### config.mk
export PLATFORM = sky130hd
export DESIGN_NAME = conv_tensor_mem
export DESIGN_NICKNAME = d
export VERILOG_FILES = /design/src/rtl/conv_mem_pkg.sv /design/src/rtl/conv_tensor_drain.sv /design/src/rtl/conv_tensor_mem.sv
export SDC_FILE = /design/constraint.sdc
export NUM_CORES = 1
export LEC_CHECK = 0
export ABC_AREA = 1
export BUFFER_PORTS_ARGS = -buffer_cell sky130_fd_sc_hd__buf_2
export CAP_MARGIN = 25
export CORE_MARGIN = 5
export CORE_UTILIZATION = 60
export CTS_CLUSTER_DIAMETER = 120
export DETAILED_ROUTE_END_ITERATION = 8
export MAX_ROUTING_LAYER = met4
export PLACE_DENSITY = 0.79
export SYNTH_ARGS = -nofsm -noshare
export SYNTH_HDL_FRONTEND = slang
export SYNTH_HIERARCHICAL = 1
export SYNTH_SLANG_ARGS = --single-unit
export TNS_END_PERCENT = 10
### constraint.sdc
create_clock -name clk -period 3.1 [get_ports clk]
set_clock_uncertainty 0.15 [all_clocks]
set_input_delay 0 -clock clk [delete_from_list [all_inputs] [get_ports clk]]
set_output_delay 0 -clock clk [all_outputs]
set_load 0.005 [all_outputs]
### src/rtl/conv_mem_pkg.sv
// Shared types and helpers for the conv2d tensor memory responder.
// Contents:
//   conv_state_e - controller states, exported on the top-level debug port
//   ptr_width()  - pointer width for a memory of a given depth (minimum 1 bit)
package conv_mem_pkg;

  typedef enum logic [2:0] {
    S_IDLE  = 3'd0,
    S_LOAD  = 3'd1,
    S_START = 3'd2,
    S_RUN   = 3'd3,
    S_DRAIN = 3'd4
  } conv_state_e;

  function automatic int ptr_width(input int depth);
    return (depth > 1) ? $clog2(depth) : 1;
  endfunction

endpackage

### src/rtl/conv_tensor_drain.sv
// Result-stream sequencer: walks the output tensor from address 0 to DEPTH-1
// over a valid/ready stream once started.
// Ports:
//   clk, rst          - clock, asynchronous active-high reset
//   drain_go_i        - one-cycle pulse that starts a drain (ignored while active)
//   rd_ready_i        - host accepts the current beat
//   rptr_o            - address of the beat currently presented
//   rd_valid_o        - beat valid
//   rd_last_o         - current beat is the final one
//   drain_done_o      - final beat handshakes this cycle
// Stream rule: a beat transfers on a rising edge where rd_valid_o and
// rd_ready_i are both high; while rd_ready_i is low the pointer (and thus the
// presented data and last flag) holds.
module conv_tensor_drain
  import conv_mem_pkg::*;
#(
  parameter int DEPTH = 4,
  localparam int PW   = ptr_width(DEPTH)
) (
  input  logic          clk,
  input  logic          rst,
  input  logic          drain_go_i,
  input  logic          rd_ready_i,
  output logic [PW-1:0] rptr_o,
  output logic          rd_valid_o,
  output logic          rd_last_o,
  output logic          drain_done_o
);

  localparam logic [PW-1:0] RPTR_LAST = PW'(DEPTH - 1);

  logic          active_q, active_d;
  logic [PW-1:0] rptr_q, rptr_d;
  logic          is_last;
  logic          fire;

  assign is_last = (rptr_q == RPTR_LAST);
  assign fire    = active_q && rd_ready_i;

  always_comb begin
    active_d = active_q;
    rptr_d   = rptr_q;
    if (!active_q) begin
      if (drain_go_i) begin
        active_d = 1'b1;
        rptr_d   = '0;
      end
    end else if (fire) begin
      // Pointer parks at 0 after the last beat, so it never wraps.
      if (is_last) begin
        active_d = 1'b0;
        rptr_d   = '0;
      end else begin
        rptr_d = rptr_q + 1'b1;
      end
    end
  end

  always_ff @(posedge clk or posedge rst) begin
    if (rst) begin
      active_q <= 1'b0;
      rptr_q   <= '0;
    end else begin
      active_q <= active_d;
      rptr_q   <= rptr_d;
    end
  end

  assign rptr_o       = rptr_q;
  assign rd_valid_o   = active_q;
  assign rd_last_o    = active_q && is_last;
  assign drain_done_o = fire && is_last;

endmodule

### src/rtl/conv_tensor_mem.sv
// Synthesizable memory responder for one conv2d instance. Loads the input
// tensor from a host stream, pulses conv_start, serves conv2d reads, captures
// conv2d writes, and after conv_done streams the output tensor to the host.
// Ports:
//   clk, rst                         - clock, asynchronous active-high reset
//   ld_valid/ld_ready/ld_data/ld_last - input tensor load stream (address order)
//   conv_start, conv_done            - conv2d start pulse / done input
//   input_addr/input_en/input_data   - conv2d combinational read port
//   output_addr/output_data/output_we/output_en - conv2d write port
//   rd_valid/rd_ready/rd_data/rd_last - output tensor result stream
//   busy                             - controller not idle
//   error                            - sticky load-length / address-range error
//   dbg_state                        - current controller state
// Stream rule (both streams): a beat transfers on a rising edge where valid
// and ready are both high; the source holds data/last stable until then.
module conv_tensor_mem
  import conv_mem_pkg::*;
#(
  parameter int DATA_WIDTH = 8,
  parameter int ADDR_WIDTH = 16,
  parameter int IN_DEPTH   = 32,
  parameter int OUT_DEPTH  = 4
) (
  input  logic                  clk,
  input  logic                  rst,
  input  logic                  ld_valid,
  output logic                  ld_ready,
  input  logic [DATA_WIDTH-1:0] ld_data,
  input  logic                  ld_last,
  output logic                  conv_start,
  input  logic                  conv_done,
  input  logic [ADDR_WIDTH-1:0] input_addr,
  input  logic                  input_en,
  output logic [DATA_WIDTH-1:0] input_data,
  input  logic [ADDR_WIDTH-1:0] output_addr,
  input  logic [DATA_WIDTH-1:0] output_data,
  input  logic                  output_we,
  input  logic                  output_en,
  output logic                  rd_valid,
  input  logic                  rd_ready,
  output logic [DATA_WIDTH-1:0] rd_data,
  output logic                  rd_last,
  output logic                  busy,
  output logic                  error,
  output conv_state_e           dbg_state
);

  localparam int IN_PW  = ptr_width(IN_DEPTH);
  localparam int OUT_PW = ptr_width(OUT_DEPTH);
  localparam logic [ADDR_WIDTH-1:0] IN_LIMIT  = ADDR_WIDTH'(IN_DEPTH);
  localparam logic [ADDR_WIDTH-1:0] OUT_LIMIT = ADDR_WIDTH'(OUT_DEPTH);
  localparam logic [IN_PW-1:0]      WPTR_LAST = IN_PW'(IN_DEPTH - 1);

  conv_state_e           state_q, state_d;
  logic [IN_PW-1:0]      wptr_q, wptr_d;
  logic                  error_q, error_d;

  logic [DATA_WIDTH-1:0] in_mem    [IN_DEPTH];
  logic [DATA_WIDTH-1:0] out_mem_q [OUT_DEPTH];

  logic                  ld_fire;
  logic                  at_last_word;
  logic                  beat_final;
  logic                  len_err;
  logic                  rd_oob;
  logic                  wr_req;
  logic                  wr_oob;
  logic                  wr_commit;
  logic                  drain_go;
  logic                  drain_done;
  logic [OUT_PW-1:0]     rptr;

  // ---------------------------------------------------------------------------
  // Load-stream and access qualifiers
  // ---------------------------------------------------------------------------
  assign ld_fire      = ld_valid && ld_ready;
  assign at_last_word = (wptr_q == WPTR_LAST);
  // A load ends on ld_last or on the last word, whichever comes first.
  assign beat_final   = ld_fire && (ld_last || at_last_word);
  // Correct length means ld_last coincides exactly with the last word.
  assign len_err      = ld_fire && (ld_last != at_last_word);

  assign rd_oob    = input_en && (input_addr >= IN_LIMIT);
  assign wr_req    = output_en && output_we;
  assign wr_oob    = wr_req && (output_addr >= OUT_LIMIT);
  assign wr_commit = wr_req && !wr_oob && (state_q == S_RUN);

  // ---------------------------------------------------------------------------
  // FSM: state register
  // ---------------------------------------------------------------------------
  always_ff @(posedge clk or posedge rst) begin
    if (rst) begin
      state_q <= S_IDLE;
    end else begin
      state_q <= state_d;
    end
  end

  // ---------------------------------------------------------------------------
  // FSM: next-state logic
  // ---------------------------------------------------------------------------
  always_comb begin
    state_d = state_q;
    case (state_q)
      S_IDLE:  if (ld_fire)    state_d = beat_final ? S_START : S_LOAD;
      S_LOAD:  if (beat_final) state_d = S_START;
      S_START:                 state_d = S_RUN;
      S_RUN:   if (conv_done)  state_d = S_DRAIN;
      S_DRAIN: if (drain_done) state_d = S_IDLE;
      default:                 state_d = S_IDLE;
    endcase
  end

  // ---------------------------------------------------------------------------
  // FSM: outputs
  // ---------------------------------------------------------------------------
  always_comb begin
    ld_ready   = (state_q == S_IDLE) || (state_q == S_LOAD);
    conv_start = (state_q == S_START);
    busy       = (state_q != S_IDLE);
    drain_go   = (state_q == S_RUN) && conv_done;
  end

  assign dbg_state = state_q;

  // ---------------------------------------------------------------------------
  // Write pointer and sticky error
  // ---------------------------------------------------------------------------
  always_comb begin
    wptr_d = wptr_q;
    if (ld_fire) begin
      wptr_d = beat_final ? '0 : wptr_q + 1'b1;
    end
  end

  always_comb begin
    error_d = error_q;
    // A new load starts with a clean flag; a fault in the same cycle still wins.
    if ((state_q == S_IDLE) && ld_fire) error_d = 1'b0;
    if (len_err || rd_oob || wr_oob)    error_d = 1'b1;
  end

  always_ff @(posedge clk or posedge rst) begin
    if (rst) begin
      wptr_q  <= '0;
      error_q <= 1'b0;
    end else begin
      wptr_q  <= wptr_d;
      error_q <= error_d;
    end
  end

  assign error = error_q;

  // ---------------------------------------------------------------------------
  // Input tensor memory (not reset; a short load leaves old words in place)
  // ---------------------------------------------------------------------------
  always_ff @(posedge clk) begin
    if (ld_fire) begin
      in_mem[wptr_q] <= ld_data;
    end
  end

  assign input_data = (input_en && !rd_oob) ? in_mem[input_addr[IN_PW-1:0]]
                                            : '0;

  // ---------------------------------------------------------------------------
  // Output tensor memory: cleared while conv_start is high, written in RUN
  // ---------------------------------------------------------------------------
  always_ff @(posedge clk or posedge rst) begin
    if (rst) begin
      for (int i = 0; i < OUT_DEPTH; i++) out_mem_q[i] <= '0;
    end else if (state_q == S_START) begin
      for (int i = 0; i < OUT_DEPTH; i++) out_mem_q[i] <= '0;
    end else if (wr_commit) begin
      out_mem_q[output_addr[OUT_PW-1:0]] <= output_data;
    end
  end

  // ---------------------------------------------------------------------------
  // Result stream
  // ---------------------------------------------------------------------------
  conv_tensor_drain #(
    .DEPTH(OUT_DEPTH)
  ) u_drain (
    .clk          (clk),
    .rst          (rst),
    .drain_go_i   (drain_go),
    .rd_ready_i   (rd_ready),
    .rptr_o       (rptr),
    .rd_valid_o   (rd_valid),
    .rd_last_o    (rd_last),
    .drain_done_o (drain_done)
  );

  assign rd_data = out_mem_q[rptr];

endmodule

Word-level counts from Yosys, hierarchy flattened:

Memories as Yosys holds them, arrays and structs flattened.
Cells that the tools add are included.

* RAM bits: 256
* input bits: 57
* memories kept: 1
* bits in registers: 44

Memories
* in_mem: depth 32, width 8, read ports 1, clocked after memory_dff 0, write ports 1, RTL line conv_tensor_mem.sv:58 `logic [DATA_WIDTH-1:0] in_mem [IN_DEPTH];`

* order comparisons: 5
* bitwise operators: 2
* add/subtract/negate cells: 2
* equal/unequal tests: 12
* muxes and demuxes: 28
* reductions and logical operators: 28

Operators by type and width (count)
* 2-to-1 mux 32 bit: 2
* bitwise mux 32 bit: 1
* 2-to-1 mux 8 bit: 4
* binary-select mux 8 bit (select 2 bit): 1
* demux 8 bit (select 2 bit): 1
* greater-or-equal comparator 16 x 3 -> 1 bit, second input constant: 1
* greater-or-equal comparator 16 x 6 -> 1 bit, second input constant: 1
* logical AND 1 bit: 15
* one-hot mux 3 bit (5 select lines): 1
* 2-to-1 mux 3 bit: 4
* 2-to-1 mux 2 bit: 5
* != test 2 bit, second input constant: 5
* 2-to-1 mux 1 bit: 8
* == test 3 x 2 -> 1 bit, second input constant: 2
* greater-or-equal comparator 3 bit, second input constant: 2
* NOT 2 -> 3 bit: 2
* nonzero test 2 bit: 3
* adder 5 x 1 -> 5 bit, second input constant: 1
* == test 5 bit, second input constant: 1
* 2-to-1 mux 5 bit: 1
* logical OR 1 bit: 4
* AND reduction 4 bit: 1
* == test 3 x 1 -> 1 bit, second input constant: 1
* == test 3 bit, second input constant: 1
* 8 further kinds: 9

Longest topological paths before layout:

* depth in word-level cells: 8
* depth in mapped cells: 13

Cells and area by module:

The synthesis kept the hierarchy.

Modules (own cells, without submodules)
* conv_tensor_mem: cells an instance 1179, times used 1, area an instance 12583.3 µm², seq. area each 8713.4 µm²
* conv_tensor_drain: cells an instance 26, times used 1, area an instance 186.4 µm², seq. area each 75.1 µm²

Worst setup path before layout:

No wires, ideal clock.

* path kind: register to register
* start: reg state_q[2] (netlist: dbg_state[2])
* end: mem in_mem[0][0], enable pin
* stages on the path, launching flop included: 7
* setup slack: 1032 ps
* data arrival time: 1548 ps
* buffers on the path: 1
* cell sequence: dfrtp_1 inv_1 nand2_1 nor2_1 buf_2 nand2_1 nor2_1

* cells in the longest elaborated chain, start to end: 5

RTL lines
* from (decl): RTL line conv_tensor_mem.sv:54 `conv_state_e state_q, state_d;`
* from (signal assigned): RTL line conv_tensor_mem.sv:95 `state_q <= state_d;`
* == test 3 x 1 -> 1 bit or logical NOT 3 bit (tied branches): RTL line conv_tensor_mem.sv:118 `ld_ready = (state_q == S_IDLE) || (state_q == S_LOAD);`
* logical OR 1 bit (*): RTL line conv_tensor_mem.sv:118
* logical AND 1 bit (*): RTL line conv_tensor_mem.sv:76 `assign ld_fire = ld_valid && ld_ready;`
* 2-to-1 mux 1 bit (*): RTL line conv_tensor_mem.sv:159 `if (ld_fire) begin`
* 2-to-1 mux 1 bit (implied by the code) (*): RTL line conv_tensor_mem.sv:160 `in_mem[wptr_q] <= ld_data;`
* to (decl): RTL line conv_tensor_mem.sv:58

Every way passes the cells marked *; elsewhere a longest branch is shown, timed or not.

Final worst setup path:

* start: in output_addr[3]
* end: reg out_mem_q[10] (netlist bit)

* cells in the longest elaborated chain, start to end: 6

RTL lines
* from (decl): RTL line conv_tensor_mem.sv:35 `input logic [ADDR_WIDTH-1:0] output_addr,`
* greater-or-equal comparator 16 x 3 -> 1 bit: RTL line conv_tensor_mem.sv:85 `assign wr_oob = wr_req && (output_addr >= OUT_LIMIT);`
* logical AND 1 bit: RTL line conv_tensor_mem.sv:85
* logical NOT 1 bit: RTL line conv_tensor_mem.sv:86 `assign wr_commit = wr_req && !wr_oob && (state_q == S_RUN);`
* logical AND 1 bit (2 in a row): RTL line conv_tensor_mem.sv:86
* nonzero test 2 bit (no line)
* to (signal, indexed assignment): RTL line conv_tensor_mem.sv:176 `out_mem_q[output_addr[OUT_PW-1:0]] <= output_data;`
* to (decl): RTL line conv_tensor_mem.sv:59 `logic [DATA_WIDTH-1:0] out_mem_q [OUT_DEPTH];`

Every way passes these cells.
A chain may end at the register's enable or synchronous reset.

==> results.md <==
- Status: complete, but fails checks
- Failing checks: negative hold slack
- Net Count, Synth: 1270
- DRC: 0
- Reg2reg start: dbg_state[2]$_DFFE_PP0P_
- Syn. warnings: 6
- M3 GR Usage: ~4.2%
- Core ar.: 21000 um2
- Required time of the critical path: 3430 ps
- Crit start category: input pin
- Hold Slack: -25.9 ps
- Final setup TNS: 0 ps
- Hold Vio Cnt, Final: 10
- Clock root cell: clkbuf_16
- Worst-case reg-to-reg path depth: 6
- Hold EP: out_mem_q[21]$_DFFE_PP0P_
- Worst Path Class, Setup: input pin to flip-flop
- H-tree depth: 1
- Rows: 53
- Layout area overhead: 15.9%
- CTS resizes: 0
- DRT antenna net count: 0
- Unrepaired setup endpoints after global routing: false
- Worst-path clk slew: approximately 60 ps
- Fin crit share: between 80 and 90%
- Vias per cell: between 5 and 6
- Reg-to-reg critical path endpoint: in_mem[10][1]$_DFFE_PP_
- IO buf count: 81
- CTS Buffer Depth: 3
- Syn Area/Cell: around 11 um2
- CTS tree: yes
- DP HPWL: 18.8 mm
- Layout Utilization: a little over two thirds
- Slew Limit Fails: 0
- Inserted Diodes: 0
- Data arrival, critical path: 2960 ps
- Number of synthesized register bits: 300
- Total grt overflow: 0
- CTS buffer count: 29
- Via count: about 9500
- Gpl congestion: slightly above 0.9
- Post-route minimum period: approximately 2600 ps
- CP Max Fanout: 8
- Gr busiest metal: met2
- Nets: around 1400
- MaxCap Viol Count: 0
- Worst R2R Setup Slack: around 520 ps
- Vias in the first global route: 9189
- Skew-Pair Late Insertion Delay: 540 ps
- CTS Sinks: 300
- Initial antenna violation count: 0
- Leading cell type in the layout, fill and taps excluded: nand2_1
- Unique masters post-synth: 27
- Cell Pwr Density: 647 nW/um2
- Average routed wire per standard cell: 19.4 um
- Seq/Total Area, Yosys: between 60% and 70%
- WHS Path Cells: 7
- Hold path start: output_we
- Hold Path Class: input pin to flip-flop
- Most frequent cells in the layout: 401 x nand2_1, 256 x edfxtp_1, 228 x nand3_1, 84 x nor2_1, 80 x buf_2
- Slew HR: approximately 45%
- First-pass GRT wire length: approximately 50 mm
- VDD IR max: approximately 0.58 mV
- Die Y: approximately 160 um
- Synthesized area: approximately 13000 um2
- Leakage: between 5 and 6 nW
- DRT iter0 DRCs: around 1100
- GR met1 Demand/Resource: between 30% and 40%
- Final setup viols: 0
- Die width: between 150 and 200 um
- Die area: approximately 24000 um2
- Drt first pass iters: 6
- Ports: 82
- Layout cells sized above 1: 12.2%
- Slew @ Worst Pin: around 800 ps
- Total track usage: 26.9%
- Routed WL: 31.3 mm
- Post-Layout Cell Count: ~1600
- GR Util met2: 41.8%
- Crit path capture type: flip-flop
- Post-Syn Instances: roughly 1200
- Achievable Freq: approximately 0.38 GHz
- Largest net degree at the start of global routing: 75
- Initial Util: 60.7%
- Placed cells: ~1500
-- critical path: stages --
cell	delay, ps
dlygate4sd3_1	550
buf_2	140
nor3_2	200
dlygate4sd3_1	600
nand3_2	220
nor2_4	180
dlygate4sd3_1	810
nand4_1	160
nand2_1	90
-- registers in the layout, indices dropped and copies added, names as in the netlist --
signal and count:
in_mem 256, dbg_state 3, wptr_q 5, u_drain/rptr_o 2, out_mem_q 32, u_drain/rd_valid_o 1, error 1
-- cells by family (layout without fill, tap and decap cells) --
| logic type | Yosys count | in the layout | synth area share (%) |
|---|---|---|---|
| AO/OA/AOI/OAI | 50 | 50 | 2.07 |
| adder cells (fa/ha/maj) | 8 | 8 | 0.784 |
| buffers and inverters | 103 | 239 | 3.32 |
| flip-flops | 300 | 300 | 68.8 |
| AND/OR/NAND/NOR | 744 | 744 | 25.0 |
-- where the power goes --
part           internal (mW)  total [mW]  switching (mW)
clock                   2.12        3.58            1.46
combinational          0.432        1.35           0.914
sequential              4.55        4.66           0.113
total                   7.10        9.59            2.49
-- metrics by stage --
step / worst slack [ps] / power (mW) / area (um2)
2_1_floorplan: 1030 / 5.49 / 12800
3_3_place_gp: 659 / 5.99 / 13400
3_5_place_dp: 578 / 6.01 / 13400
4_1_cts: 223 / 9.59 / 14800
5_1_grt: 321 / 9.96 / 14800
6_report: 462 / 9.59 / 14800
-- layout make-up --
| type | instances | area (um2) |
|---|---|---|
| Clock buffer | 36 | 782 |
| Clock inverter | 18 | 198 |
| Fill cell | 1419 | 6220 |
| Inverter | 48 | 181 |
| Multi-Input combinational cell | 802 | 3560 |
| Sequential cell | 300 | 8790 |
| Tap cell | 275 | 344 |
| Timing Repair Buffer | 137 | 953 |
-- synth_stat cells, drive strengths merged --
library cell / count / share of area (%)
a21oi: 10 / 0.39
buf: 33 / 1.3
clkbuf: 22 / 0.65
clkinv: 1 / 0.029
dfrtp: 44 / 8.6
edfxtp: 256 / 60
ha: 8 / 0.78
inv: 47 / 1.4
nand2: 402 / 12
nand3: 230 / 9.1
nand4: 10 / 0.49
nor2: 93 / 3.1
nor3: 5 / 0.32
nor4: 3 / 0.15
o211ai: 1 / 0.059
o21ai: 30 / 1.2
o22ai: 9 / 0.44
or2: 1 / 0.049
-- routing by layer --
| metal | wire, um | up-vias |
|---|---|---|
| met2 | 14800 | 604 |
| met5 | 0 | - |
| met3 | 3470 | 65 |
| met4 | 830 | 0 |
| li1 | - | 4366 |
| met1 | 12300 | 4429 |
-- repair_timing --
item	CTS	global route
buffers inserted	0	3
hold endpoints to repair	344	0
endpoints found under the setup margin	0	3
hold buffers	38	0
-- worst max-delay path by stage --
stage / from / endpoint / cells after the start
5_1_grt: output_addr[3] / out_mem_q[4]$_DFFE_PP0P_ / 9
6_report: output_addr[3] / out_mem_q[10]$_DFFE_PP0P_ / 9
3_3_place_gp: dbg_state[1]$_DFFE_PP0P_ / in_mem[17][6]$_DFFE_PP_ / 6
2_1_floorplan: dbg_state[2]$_DFFE_PP0P_ / in_mem[0][0]$_DFFE_PP_ / 6
4_1_cts: output_addr[3] / out_mem_q[17]$_DFFE_PP0P_ / 10
3_5_place_dp: dbg_state[2]$_DFFE_PP0P_ / in_mem[10][0]$_DFFE_PP_ / 6
No activity file was read; power rests on OpenSTA's default activity.
